File: config.mk
export PLATFORM = sky130hd
export DESIGN_NAME = stopwatch_timer
export DESIGN_NICKNAME = d
export VERILOG_FILES = /design/src/rtl/stopwatch_timer.sv
export SDC_FILE = /design/constraint.sdc
export NUM_CORES = 1
export LEC_CHECK = 0
export CORE_MARGIN = 8
export CORE_UTILIZATION = 44
export DETAILED_ROUTE_END_ITERATION = 8
export PLACE_DENSITY = 0.74
export SKIP_CTS_REPAIR_TIMING = 1
export SYNTH_ARGS = -nofsm -noshare
export SYNTH_HDL_FRONTEND = slang
export SYNTH_SLANG_ARGS = --single-unit
File: constraint.sdc
create_clock -name clk -period 2.05 [get_ports clk]
set_input_delay 0.205 -clock clk [delete_from_list [all_inputs] [get_ports clk]]
set_output_delay 0.205 -clock clk [all_outputs]
set_load 0.1 [all_outputs]
File: src/rtl/stopwatch_timer.sv
// Stopwatch/timer: prescaled tick counter with run/pause/alarm control, lap capture
// and a target register compared against the count by an external comparator.
module stopwatch_timer #(
  parameter int unsigned TICK_DIV = 500000,
  parameter int unsigned WIDTH    = 19
) (
  input  logic             clk,
  input  logic             rst_n,
  input  logic             start,
  input  logic             stop,
  input  logic             clear,
  input  logic             lap,
  input  logic             tgt_load,
  input  logic [WIDTH-1:0] tgt_val,
  input  logic             cmp_eq,
  output logic [WIDTH-1:0] count,
  output logic [WIDTH-1:0] target,
  output logic [WIDTH-1:0] lap_val,
  output logic             tick,
  output logic             alarm,
  output logic             wrap,
  output logic [1:0]       state
);

  localparam int unsigned PW = (TICK_DIV > 1) ? $clog2(TICK_DIV) : 1;
  localparam logic [PW-1:0] PRESC_LAST = PW'(TICK_DIV - 1);

  typedef enum logic [1:0] {
    IDLE  = 2'd0,
    RUN   = 2'd1,
    PAUSE = 2'd2,
    ALARM = 2'd3
  } state_t;

  state_t        state_q;
  state_t        state_d;
  logic [PW-1:0] presc;
  logic          presc_done;
  logic          match;

  // Control inputs are level-sampled every cycle; a held pulse re-applies each edge.
  // cmp_eq only matters in the cycle after an increment, when tick presents the new count.
  assign presc_done = (state_q == RUN) && (presc == PRESC_LAST);
  assign match      = tick && cmp_eq && (state_q == RUN);
  assign state      = state_q;

  always_comb begin
    state_d = state_q;
    if (clear) begin
      state_d = IDLE;
    end else if (match) begin
      state_d = ALARM;
    end else if (stop) begin
      if (state_q == RUN) state_d = PAUSE;
    end else if (start) begin
      if (state_q != RUN) state_d = RUN;
    end
  end

  always_ff @(posedge clk) begin
    if (!rst_n) begin
      state_q <= IDLE;
      presc   <= '0;
      count   <= '0;
      target  <= '0;
      lap_val <= '0;
      tick    <= 1'b0;
      wrap    <= 1'b0;
      alarm   <= 1'b0;
    end else begin
      state_q <= state_d;
      alarm   <= (state_d == ALARM);
      tick    <= 1'b0;
      wrap    <= 1'b0;

      // Target loads are independent of clear so a coinciding load still lands.
      if (tgt_load) target <= tgt_val;

      if (clear) begin
        presc   <= '0;
        count   <= '0;
        lap_val <= '0;
      end else begin
        if (lap) lap_val <= count;

        if (presc_done) begin
          presc <= '0;
          count <= count + 1'b1;
          tick  <= 1'b1;
          wrap  <= &count;
        end else if (state_q == RUN) begin
          presc <= presc + 1'b1;
        end

        // Prescaler phase is kept across PAUSE but discarded on leaving to IDLE/ALARM.
        if (state_d == IDLE || state_d == ALARM) presc <= '0;
      end
    end
  end

endmodule

==> impl_metrics.ini <==
[outcome]
status = complete, but fails checks
violations = setup timing

[global_route]
grt_pass1_vias = 2953
antenna_found_initial = 0
grt_pass1_wl_um = 14300
gr-total-overflow = 0
grt_max_degree = 38
grt_usage = 0.155

[clocking]
clk_pin_slew_ns = 0.09
cts_tree = built
clk_latency_ns = 0.35
root_buffer = clkbuf_8
numCtsBuffers = 9
cts_buffer_depth = 2
cts_sinks = 81
htree_levels = 3

[synth]
mappedNetlistArea_mm2 = 0.00345
synth-seq-area-share = 0.470
ys_types = 36
yosysWarnings = 0
syn_inst = 367
synth_compound_area_frac = 0.0939
synth_top_family_by_area = simple AND/OR/NAND/NOR gates
synth_fa_ha_area_frac = 0.0109
yosys.area_share.simple = 0.247
synth.mux.area_fraction = 0.119
synth_nets = 397
synthXorXnorAreaFrac = 0.0254
ys_seq_elements = 81
synth_area_per_cell_um2 = 9.40

[finish]
nNetsFinal = 520
fillers = 627
final_cells = 597
fin_area_mm2 = 0.00493
syn_to_final_growth_pct = 42.9
post-route-util = 0.645
diodes = 0
drive_gt1_frac = 0.321

[sta]
worst_pin_slew_ns = 0.420
fin_crit_sh = 1.06
relSlewSlack = 0.716
fin_skew_ns = 0.0106
maxSlewViolCount = 0
finalHoldViolations = 0
max_clock_freq_ghz = 0.461
setup_viol_count_final = 32
rsz0062_at_grt = true
fin_ws_ns = -0.121
min_period_ns = 2.17

[detailed_routing]
drc = 0
dr.pass1.iters = 4
viasPerCell = 5.36
post_drt_wl_per_cell_um = 15.0
routed_wl_um = 8960
num_vias = 3197
drtIter0Drc = 160
ant_nets = 0

[placed_design]
hpwl_um = 6370
routabilityCongestion = 0.856
dp.cells = 574
port_buffers = 88
placed_area_mm2 = 0.00457

[worst_setup_path]
cp_max_fo = 16
cp.arrival_ns = 2.45
startpoint_type = flip-flop
crit_path_end_kind = flip-flop
cp.required_ns = 2.33
criticalPathCategory = reg -> reg

[floorplan]
start_util = 0.451
core-area_mm2 = 0.00765
die_h_um = 105
die-area_mm2 = 0.0109
rows = 32
die_w_um = 105
io_pins = 89

[job]
maxCapViolations = 0

[power_and_ir_drop]
leakage_nw = 1.95
total_power_mw = 3.18
power_density_mw_per_mm2 = 645
max-vdd-ir-drop_uv = 285

[worst_hold_path]
hold_class = in -> reg
## layout make-up
type	count	area, um2	area share
timing repair buffer	132	1120	0.227
multi-input combinational	259	1790	0.363
tap	102	128	0.0259
clock buffer	11	153	0.0309
clock inverter	5	53.8	0.0109
inverter	7	26.3	0.00533
sequential	81	1660	0.337
## power by group
| part | switching [mW] | internal [mW] |
|---|---|---|
| sequential | 0.0124 | 1.59 |
| combinational | 0.243 | 0.123 |
| clock | 0.580 | 0.634 |
## cells in the mapped netlist
cell      number  share of area
ha_1           3          0.011
nor4_1         2         0.0036
nor2b_1       22          0.040
nand2b_1       5         0.0091
o211ai_2       1         0.0036
buf_6          1         0.0033
xor2_1         2         0.0051
o31ai_1       15          0.033
inv_1          7         0.0076
nor3_1         7          0.010
o21a_1         2         0.0043
nand4_1        8          0.015
or4bb_1        2         0.0065
mux2i_1       41           0.12
clkbuf_1      13          0.014
o311ai_0       1         0.0025
nand3b_1       1         0.0022
and2_1         1         0.0018
nand2_1       13          0.014
and3_1         3         0.0054
nand4b_1       1         0.0025
or4_1         21          0.046
buf_2          3         0.0043
a31oi_1        1         0.0018
xnor2_1        8          0.020
buf_1          4         0.0043
or3_1          9          0.016
nand3_1       14          0.020
o21ai_0        8          0.012
dfxtp_1       81           0.47
nor4bb_1       2         0.0058
nor2_1        36          0.039
o41ai_1        1         0.0025
and4_1         3         0.0076
a21oi_1       24          0.035
and3b_1        1         0.0025
## logic make-up (layout without fill, tap and decap cells)
logic type      Yosys count  count (layout)
compound gates           53              53
xor+xnor                 10              10
fa+ha+maj                 3               3
buf+inv                  28             155
flops                    81              81
mux                      41              41
simple gates            151             152
## worst paths after layout
| path | startpoint | endpoint | slack (ns) | cells past startpoint |
|---|---|---|---|---|
| max | presc[5]$_SDFFE_PP0N_ | count[9]$_SDFFE_PP0P_ | -0.12 | 5 |
| min | tgt_val[13] | target[13]$_SDFFE_PN0P_ | 0.47 | 3 |
| max reg2reg | presc[5]$_SDFFE_PP0N_ | count[9]$_SDFFE_PP0P_ | -0.12 | 5 |
| min reg2reg | lap_val[6]$_SDFFE_PP0P_ | lap_val[6]$_SDFFE_PP0P_ | 0.50 | 2 |
## critical path, cell delays in order, from the launching register on
cell and delay, ns:
dfxtp_2 0.32, or4_4 0.53, or4_4 0.47, buf_12 0.17
or4_1 0.47, a21oi_1 0.15
## through the flow
stage               hold WS [ns]  setup TNS (ns)  setup WS (ns)
floorplan                  0.375           -1.45         -0.124
global placement           0.475           -1.27         -0.150
detailed placement         0.484           -2.19         -0.190
CTS                        0.455           -2.60         -0.206
global route               0.464           -4.21         -0.183
finish                     0.472           -2.20         -0.121
## sequential cells by signal (all words and copies together), names as in the netlist
signal	cells
alarm	1
count	19
lap_val	19
presc	19
state	2
target	19
tick	1
wrap	1
## routing by layer
metal  share of wire  vias to the layer above  global-route usage
li1                -                     1576                   -
met1            0.44                     1509               0.190
met2            0.48                      105               0.255
met3           0.072                        7              0.0504
met4          0.0059                        0              0.0455
met5               0                        -                   0
## placed cells by master, fill, tap and decap left out, drive strengths merged
cell type	n
inv	7
nand3	14
a31oi	1
or4bb	2
clkbuf	12
nor2	36
nor2b	22
o21a	2
clkdlybuf4s50	26
and2	1
o311ai	1
nor3	7
nand4b	1
o31ai	15
and3b	1
xor2	2
bufinv	1
nand2b	5
and4	3
nand3b	1
nor4bb	2
nor4	2
o211ai	1
and3	3
or3	9
dfxtp	81
ha	3
buf	105
a21oi	24
or4	22
mux2i	41
nand4	8
o41ai	1
nand2	13
o21ai	8
xnor2	8
clkinv	4
No activity file was read; power rests on OpenSTA's default activity.
